File: config.mk
export PLATFORM = sky130hd
export DESIGN_NAME = singlecycle_run_ctrl
export DESIGN_NICKNAME = d
export VERILOG_FILES = /design/src/rtl/singlecycle_run_ctrl.sv
export SDC_FILE = /design/constraint.sdc
export NUM_CORES = 1
export LEC_CHECK = 0
export ABC_AREA = 1
export CORE_AREA = 3 3 162 164
export DETAILED_ROUTE_END_ITERATION = 8
export DIE_AREA = 0 0 165 167
export DONT_BUFFER_PORTS = 1
export PLACE_DENSITY = 0.68
export REMOVE_ABC_BUFFERS = 1
export SLEW_MARGIN = 30
export SYNTH_ARGS = -nofsm -noshare
export SYNTH_HDL_FRONTEND = slang
export SYNTH_SLANG_ARGS = --single-unit
File: constraint.sdc
create_clock -name CLK -period 6.1 [get_ports CLK]
set_clock_uncertainty 0.1 [all_clocks]
set_input_delay 0 -clock CLK [delete_from_list [all_inputs] [get_ports CLK]]
set_output_delay 0 -clock CLK [all_outputs]
set_load 0.05 [all_outputs]
File: src/rtl/singlecycle_run_ctrl.sv
// Run controller for the single-cycle processor: holds it in reset, releases it at a
// start PC, watches currentpc for the end PC, captures MemtoRegOut, and runs a watchdog.
//
// state | meaning
// IDLE  | processor held in reset, waiting for start
// RESET | processor reset asserted, counting down RESET_CYCLES edges
// RUN   | processor running, end-PC and watchdog monitored
// STOP  | processor free-running, not monitored; continue start allowed
module singlecycle_run_ctrl #(
  parameter int RESET_CYCLES = 2,
  parameter int CNT_W        = 16
) (
  input  logic             CLK,
  input  logic             resetl,
  input  logic             start,
  input  logic             cont,
  input  logic             abort,
  input  logic [63:0]      start_pc_in,
  input  logic [63:0]      end_pc,
  input  logic [CNT_W-1:0] max_cycles,
  input  logic [63:0]      proc_currentpc,
  input  logic [63:0]      proc_memtoreg,
  output logic             proc_resetl,
  output logic [63:0]      proc_startpc,
  output logic             busy,
  output logic             done,
  output logic             timeout,
  output logic [63:0]      result,
  output logic [CNT_W-1:0] cycle_count
);

  typedef enum logic [1:0] {IDLE, RESET, RUN, STOP} state_t;

  localparam logic [3:0] RST_LOAD = 4'(RESET_CYCLES);

  state_t           state;
  logic [3:0]       rst_cnt;
  logic [63:0]      end_pc_q;
  logic [CNT_W-1:0] max_q;
  logic [CNT_W-1:0] cnt_inc;
  logic             can_start;

  assign cnt_inc   = cycle_count + 1'b1;
  assign can_start = start && ((state == IDLE) || (state == STOP));
  assign busy      = (state == RESET) || (state == RUN);

  always_ff @(posedge CLK or negedge resetl) begin
    if (!resetl) begin
      state        <= IDLE;
      rst_cnt      <= '0;
      end_pc_q     <= '0;
      max_q        <= '0;
      proc_resetl  <= 1'b0;
      proc_startpc <= '0;
      done         <= 1'b0;
      timeout      <= 1'b0;
      result       <= '0;
      cycle_count  <= '0;
    end else begin
      done <= 1'b0;
      if (abort) begin
        state       <= IDLE;
        proc_resetl <= 1'b0;
      end else if (can_start) begin
        end_pc_q    <= end_pc;
        max_q       <= max_cycles;
        cycle_count <= '0;
        timeout     <= 1'b0;
        if (!cont || (state == IDLE)) begin
          proc_startpc <= start_pc_in;
          proc_resetl  <= 1'b0;
          rst_cnt      <= RST_LOAD;
          state        <= RESET;
        end else begin
          state <= RUN;
        end
      end else begin
        case (state)
          IDLE: proc_resetl <= 1'b0;
          RESET: begin
            rst_cnt <= rst_cnt - 4'd1;
            if (rst_cnt == 4'd1) begin
              proc_resetl <= 1'b1;
              state       <= RUN;
            end
          end
          RUN: begin
            if (cycle_count != '1) cycle_count <= cnt_inc;
            // completion is checked first so it wins over an expiring watchdog
            if (proc_currentpc >= end_pc_q) begin
              result <= proc_memtoreg;
              done   <= 1'b1;
              state  <= STOP;
            end else if ((max_q != '0) && (cnt_inc == max_q)) begin
              timeout     <= 1'b1;
              proc_resetl <= 1'b0;
              state       <= IDLE;
            end
          end
          STOP: proc_resetl <= 1'b1;
          default: state <= IDLE;
        endcase
      end
    end
  end

endmodule

==> summary.txt, run 1 <==
max frequency - 224.1 MHz
final core area utilization - 60.89%
Tot GR Track Use - 24.31%
largest net degree at the start of global routing - 234
routed length per instance - 16.99 µm
Ports - 425
Hold Crit Class - input port to asynchronous set/reset pin
GR Util met1 - 28.62%
simple-gate share of the synthesized area - 26.81%
first-pass GRT wire length - 54.52 mm
Starting Density - 45.40%
Final ANT Viol Nets - 0
unrepaired setup endpoints after global routing - false
commonest non-fill, non-tap cell in the layout - nand2_1
CP arrival - 4.78 ns
CP required - 6.42 ns
Top FF cell, synth - dfrtp_1
synth warn - 0
max-slew violations - 0
Synth Area in Compound Gates - 6.582%
violated checks - negative hold slack
M2 GR Usage - 41.68%
Register-to-Register Path Depth - 12
Filler cells - 1943
worst r2r dst - proc_startpc[15]
fraction of layout cells with a size suffix above 1 - 4.475%
synthesized area - 0.01137 mm²
worst-path maximum fanout - 67
number of flops mapped to enable cells by yosys - 0
DP Area - 0.01160 mm²
largest family of logic cells by synthesized area - simple AND/OR/NAND/NOR gates
Pre-antenna DRT Iters - 5
slew at the pin closest to its max-slew limit - 0.8699 ns
worst r2r src - state[0]
register area share after synthesis - 51.29%
Async S/R FF share, synth - 100.0%
total number of vias - 10350
Routed WL - 34.12 mm
final worst-path cycle share - 73.17%
Avg Cell Area, Syn - 8.125 µm²
Setup crit end kind - flop
worst hold slack - -0.04935 ns
initial antenna violation count - 2
# rows - 58
Critical Path Source - state[0]
CP Launch Type - flop
full die area - 0.02756 mm²
commonest cells after routing, fill and taps aside - nand2_1 (623), dlygate4sd3_1 (271), dfrtp_1 (233)
Clock Path Buffers - 3
Worst IR Drop VDD - 0.0004641 V
routing usage on met3 - 6.244%
Min Clock Period, post-route - 4.463 ns
TritonCTS Sinks - 233
post-DP HPWL - 21.36 mm
busiest grt layer - met2
CTS Buf Count - 26
Layout area overhead - 34.12%
Adder-Cell Fraction of Synth Area - 7.815%
initial DRC count - 758
kind of critical path - flop to flop
fin cells - 2008
worst rel slew slack - 41.94%
Final Cell Area - 0.01525 mm²
CORE AREA - 0.02504 mm²
final hold vios - 14
Clock power frac - 19.7%
status - complete, but fails checks
Yosys reg bits - 233
multiplexer area fraction after synthesis - 0%
number of global-route vias before repair - 10750
Sw Ratio - 48.98%
Leak - 0.007610 µW
DP Cell Count - 1686
drt drc - 0
XOR/XNOR Fraction of Synth Area - 1.068%
Placer Congestion - 0.8696
Cell Int Power - 4106 µW
Die H - 167 µm
Netlist cell types - 33
Synth Instances - 1399
R2R Setup Slk - 1.64 ns
net switching power - 3941 µW
Layout Nets - 2005
Clock Pin Slew Worst Setup and Hold Paths - 0.07 ns
clk_lat worst skew - 0.52 ns
Gate power share - 28.5%
CTS tree - built
IO buf count - 0
Clock Root Buffer - clkbuf_16
Via density - 5.153
die width - 165 µm
Power per Cell Area - 527.8 mW/mm²
H-tree Lvls - 1
grt ovf - 0
Flop pwr share - 51.8%
endpoints failing setup - 0
Post-CTS Setup Inserts - 0
MaxCap Viol Count - 0
==> Yosys cell counts, types with 5 or more instances <==
library cell / number / area, µm²
ha_1: 71 / 888.4
nor3_1: 5 / 25.02
dfrtp_1: 233 / 5831
o21ai_0: 91 / 455.4
buf_4: 7 / 52.55
nor2_1: 61 / 229.0
a21oi_1: 30 / 150.1
nand3_1: 33 / 165.2
o22ai_1: 13 / 81.33
inv_1: 132 / 495.5
clkbuf_1: 26 / 97.59
nand4_1: 16 / 100.1
nand2_1: 625 / 2346
xor2_1: 6 / 52.55
nor2_2: 7 / 43.79
nand2_2: 6 / 37.54
buf_2: 14 / 70.07
==> cell type report <==
class | count | area (µm²) | share of cell area [%]
well taps | 330 | 412.9 | 2.708
diodes | 2 | 5.005 | 0.03283
inverters | 133 | 503.0 | 3.299
clock inverters | 12 | 127.6 | 0.8371
repair buffers | 278 | 2805 | 18.40
clock buffers | 35 | 745.7 | 4.891
multi-input cells | 985 | 4816 | 31.59
flip-flops and latches | 233 | 5831 | 38.24
==> power groups by stage <==
stage	sequential, µW	clock (µW)	combinational [µW]
6_report	4170	1580	2290
5_1_grt	4230	1690	2660
4_1_cts	4150	1620	2220
3_5_place_dp	4170	0	1890
3_3_place_gp	4170	0	1800
2_1_floorplan	4000	0	1500
==> what timing repair did <==
| item | 4_1_cts | 5_1_grt |
|---|---|---|
| endpoints found under the hold margin | 465 | 0 |
| resized for setup | 0 | 0 |
| hold buffers | 272 | 0 |
==> critical path, stage by stage (launching register included) <==
cell,delay [ns]
dfrtp_1,0.39
inv_1,0.08
ha_1,0.68
inv_1,0.12
nand2_1,0.21
nor2_4,0.04
buf_4,0.28
nand2_2,0.10
buf_4,0.52
clkinv_2,0.88
nand2_1,0.25
dlygate4sd3_1,0.58
nand2_1,0.05
==> cells by family after synthesis <==
logic type / after synthesis
AOI/OAI and AO/OA: 143
xor gates and xnor gates: 9
DFF: 233
adders and majority gates: 71
buffers and inverters: 181
and+or+nand+nor: 762
==> sequential cells by signal (all words and copies together) (netlist names) <==
signal,cells
max_q,16
end_pc_q,64
proc_resetl,1
cycle_count,16
rst_cnt,4
proc_startpc,64
result,64
done,1
timeout,1
state,2
==> worst max-delay path by stage <==
stage                       endpoint  slack (ns)
floorplan                 rst_cnt[3]       -1.56
global placement         proc_resetl        2.32
detailed placement  proc_startpc[43]        2.42
CTS                 proc_startpc[53]        1.94
global route        proc_startpc[15]        1.19
finish              proc_startpc[15]        1.64
==> routing by layer <==
layer | share of wire (%) | wire length, µm
met1 | 37 | 12680
met2 | 50 | 17160
met3 | 7.9 | 2699
met4 | 4.7 | 1592
met5 | 0 | 0
==> stage by stage <==
stage	TNS (ns)	power [µW]	hold WS, ns	setup slack, ns
after floorplan	-99.79	5495	-0.3956	-1.556
after global placement	0	5967	-0.3879	2.318
after detailed placement	0	6058	-0.3881	2.421
after CTS	0	7996	0.00009587	1.941
after global routing	0	8588	0.01220	1.189
final	0	8046	-0.04935	1.637
No activity file was read; power rests on OpenSTA's default activity.
==> inputs of run 2 (changes only) <==
Settings changed: PLACE_DENSITY 0.68 to 0.7.
Clock period 6.1 ns to 3.73 ns, I/O delays scaled along.
==> summary.txt, run 2 <==
cell with the most instances after synthesis - nand2_1
Clock Path Buffers - 3 (unchanged)
Log Error - [ERROR RSZ-0060] Max buffer count reached.
Synth top cells by count - nand2_1 (625), dfrtp_1 (233), inv_1 (132)
Starting Density - 45.40% (unchanged)
Synth Instances - 1399 (unchanged)
Clock Root Buffer - clkbuf_16
post-DP HPWL - 21.89 mm (+2.5%)
# rows - 58 (unchanged)
top cells by area, synth - dfrtp_1 (51%), nand2_1 (21%), ha_1 (7.8%)
cts repair resizes - 0 (unchanged)
Async S/R FF share, synth - 100.0% (unchanged)
Top FF cell, synth - dfrtp_1
Post-CTS Setup Inserts - 0 (unchanged)
synth warn - 0 (unchanged)
Ports - 425 (unchanged)
register area share after synthesis - 51.29% (unchanged)
status - did not finish
H-tree Lvls - 1 (unchanged)
area share of the largest cell type after synthesis - 51.29% (unchanged)
Yosys reg bits - 233 (unchanged)
synthesized area - 0.01137 mm² (unchanged)
Avg Cell Area, Syn - 8.125 µm² (unchanged)
CTS Buf Count - 26 (unchanged)
die width - 165 µm (unchanged)
Netlist cell types - 33 (unchanged)
TritonCTS Sinks - 233 (unchanged)
number of flops mapped to enable cells by yosys - 0 (unchanged)
Placer Congestion - 0.8852 (+1.8%)
Post-CTS Hold Buffers - 349 (+28%)
Last stage - 4_1_cts
leading area contributor after synthesis - dfrtp_1
Die H - 167 µm (unchanged)
IO buf count - 0 (unchanged)
[run 2: cell counts after synthesis]
No cell type changed its count.
[run 2: per-stage QoR]
stage	TNS [ns]	worst slack, ns	cells	cell area [µm²]	hold WS [ns]
floorplan	-336.96	-3.926	1351	11140	-0.3956
global placement	0	0.9417	1690	11650	-0.3905
detailed placement	0	0.8790	1690	11650	-0.3914
[run 2: kinds of logic after synthesis]
logic type / count (synthesis) / synth area share [%]
fa+ha+maj: 71 / 7.815
xor+xnor: 9 / 1.068
simple gates: 762 / 26.81
flops: 233 / 51.29
buf+inv: 181 / 6.428
compound gates: 143 / 6.582
==> inputs of run 3 (changes only) <==
Settings changed: CORE_AREA 3 3 162 164 to not set, CORE_MARGIN set to 3, CORE_UTILIZATION set to 40, DIE_AREA 0 0 165 167 to not set, PLACE_DENSITY 0.7 to not set, PLACE_DENSITY_LB_ADDON set to 0.15.
Clock period 3.73 ns to 4.8 ns, I/O delays scaled along.
==> summary.txt, run 3 (synthesized netlist as in run 1, its figures left out) <==
status - complete, but fails checks
violated checks - negative hold slack
number of global-route vias before repair - 10390
DP Worst Slack - 1.387 ns (+0.5081 ns)
CP Launch Type - flop
die width - 174.6 µm (+5.8%)
Tot GR Track Use - 21.71%
DP Area - 0.01167 mm² (+0.13%)
initial antenna violation count - 4
Leak - 0.007532 µW
fin cells - 2068
Routed WL - 33.92 mm
Clock Path Buffers - 3 (unchanged)
Placer Congestion - 0.8219 (-7.2%)
initial DRC count - 586
Clock Root Buffer - clkbuf_16
kind of critical path - flop to flop
Hold Crit Class - input port to asynchronous set/reset pin
IO buf count - 0 (unchanged)
total number of vias - 9958
worst-path maximum fanout - 35
Layout area overhead - 35.56%
full die area - 0.03048 mm²
multi-input logic area - 0.004816 mm²
Setup crit end kind - flop
CTS Buf Count - 26 (unchanged)
slew at the pin closest to its max-slew limit - 0.8337 ns
post-DP HPWL - 21.69 mm (-0.88%)
CP arrival - 3.87 ns
Final Cell Area - 0.01541 mm²
Starting Density - 40.80% (-4.6 points)
largest net degree at the start of global routing - 234
Power per Cell Area - 654.3 mW/mm²
unrepaired setup endpoints after global routing - false
routed length per instance - 16.40 µm
drt drc - 0
DP Cell Count - 1735 (+2.7%)
Min Clock Period, post-route - 3.509 ns
CTS tree - built
max-slew violations - 0
Ports - 425 (unchanged)
clk_lat worst skew - 0.53 ns
endpoints failing setup - 0
CP required - 5.16 ns
final worst-path cycle share - 73.11%
worst rel slew slack - 44.42%
Final ANT Viol Nets - 0
Clock Pin Slew Worst Setup and Hold Paths - 0.06 ns
grt ovf - 0
# rows - 61 (+5.2%)
MaxCap Viol Count - 0
TritonCTS Sinks - 233 (unchanged)
Worst IR Drop VDD - 0.0003680 V
Post-CTS Setup Inserts - 0 (unchanged)
cts repair resizes - 0 (unchanged)
Layout Nets - 2016
Die H - 174.6 µm (+4.5%)
H-tree Lvls - 1 (unchanged)
Via density - 4.815
final hold vios - 233
max frequency - 285.0 MHz
worst hold slack - -0.9335 ns
commonest cells after routing, fill and taps aside - nand2_1 (623), dlygate4sd3_1 (283), dfrtp_1 (233)
fraction of layout cells with a size suffix above 1 - 4.562%
Post-CTS Hold Buffers - 283 (-19%)
commonest non-fill, non-tap cell in the layout - nand2_1
biggest regs - end_pc_q: 64 flops, proc_startpc: 64 flops, result: 64 flops
CORE AREA - 0.02786 mm²
Filler cells - 2458
Reg area - 0.005831 mm²
first-pass GRT wire length - 54.39 mm
Pre-antenna DRT Iters - 5
post-route setup TNS - 0 ns
Setup WS post-layout - 1.291 ns
## run 3: worst paths after layout
kind | start | to | slack, ns | cells after the start
max | state[0] | result[50] | 1.29 | 13
min | resetl | end_pc_q[54] | -0.93 | 0
max reg2reg | state[0] | result[50] | 1.29 | 13
min reg2reg | end_pc_q[0] | end_pc_q[0] | 0.40 | 2
max in group asynchronous | resetl | cycle_count[2] | 5.09 | 0
min in group CLK | proc_memtoreg[14] | result[14] | 0.03 | 3
## run 3: stage by stage
stage               util, %  total power (µW)
floorplan                 -              6984
global route          55.32             10780
global placement      41.87              7632
finish                55.32             10080
CTS                   55.30             10110
detailed placement    41.88              7703
## run 3: cell type report
class                      instances  area share [%]
antenna                            2         0.03248
clock buffer                      34           4.880
clock inverter                    14          0.9987
inverter                         133           3.256
multi-input combinational        985           31.25
sequential                       233           37.84
tap                              378           3.069
timing repair buffer             289           18.67
## run 3: per-layer routing
| metal | GRT usage, % | share of wire (%) |
|---|---|---|
| met4 | 6.250 | 3.2 |
| met3 | 6.845 | 8.2 |
| met2 | 37.09 | 48 |
| met1 | 26.53 | 40 |
| met5 | 0 | 0.065 |
## run 3: worst max-delay path, cell delays in order (launching register included)
cell           delay (ns)
dfrtp_1              0.39
inv_1                0.08
ha_1                 0.67
inv_1                0.12
nand2_1              0.21
inv_1                0.11
nor2_1               0.22
inv_1                0.12
nor2_1               0.12
nand2_2              0.07
inv_2                0.44
nand2_1              0.10
dlygate4sd3_1        0.58
nand2_1              0.07
## run 3: report_power, final
group          switching, µW  total, µW  internal, µW
clock network            833       2100          1260
registers               2500       5290          2790
logic                   1580       2690          1110
==> inputs of run 4 (changes only) <==
Clock period 4.8 ns to 3.7 ns, I/O delays scaled along.
==> summary.txt, run 4 <==
Top FF cell, synth - dfrtp_1
Adder-Cell Fraction of Synth Area - 7.815% (unchanged)
synthesized area - 0.01137 mm² (unchanged)
# rows - 61 (unchanged)
Post-CTS Hold Buffers - 358 (+27%)
XOR/XNOR Fraction of Synth Area - 1.068% (unchanged)
Placer Congestion - 0.8052 (-2.0%)
H-tree Lvls - 1 (unchanged)
Yosys reg bits - 233 (unchanged)
Synth top cells by count - nand2_1 (625), dfrtp_1 (233), inv_1 (132)
Post-CTS Setup Inserts - 0 (unchanged)
Clock Root Buffer - clkbuf_16
Log Error - [ERROR RSZ-0060] Max buffer count reached.
simple-gate share of the synthesized area - 26.81% (unchanged)
Async S/R FF share, synth - 100.0% (unchanged)
TritonCTS Sinks - 233 (unchanged)
Ports - 425 (unchanged)
Starting Density - 40.80% (unchanged)
Netlist cell types - 33 (unchanged)
number of flops mapped to enable cells by yosys - 0 (unchanged)
die width - 174.6 µm (unchanged)
largest family of logic cells by synthesized area - simple AND/OR/NAND/NOR gates
register area share after synthesis - 51.29% (unchanged)
Synth Instances - 1399 (unchanged)
cts repair resizes - 0 (unchanged)
CTS Buf Count - 27 (+3.8%)
synth warn - 0 (unchanged)
Last stage - 4_1_cts
post-DP HPWL - 21.61 mm (-0.39%)
Die H - 174.6 µm (unchanged)
Synth Area in Compound Gates - 6.582% (unchanged)
Clock Path Buffers - 3 (unchanged)
status - did not finish
leading area contributor after synthesis - dfrtp_1
IO buf count - 0 (unchanged)
top cells by area, synth - dfrtp_1 (51%), nand2_1 (21%), ha_1 (7.8%)
area share of the largest cell type after synthesis - 51.29% (unchanged)
cell with the most instances after synthesis - nand2_1
Avg Cell Area, Syn - 8.125 µm² (unchanged)
multiplexer area fraction after synthesis - 0% (unchanged)
## run 4: cell counts after synthesis
No cell type changed its count.
## run 4: through the flow
stage | instances | worst slack (ns) | area, µm² | TNS (ns)
after detailed placement | 1738 | 0.8552 | 11700 | 0
after floorplan | 1351 | -3.956 | 11140 | -343.95
after global placement | 1738 | 0.9237 | 11700 | 0
## run 4: cells by family after synthesis
kind of cell / after synthesis
compound gates: 143
xor+xnor: 9
fa+ha+maj: 71
simple gates: 762
flops: 233
buf+inv: 181
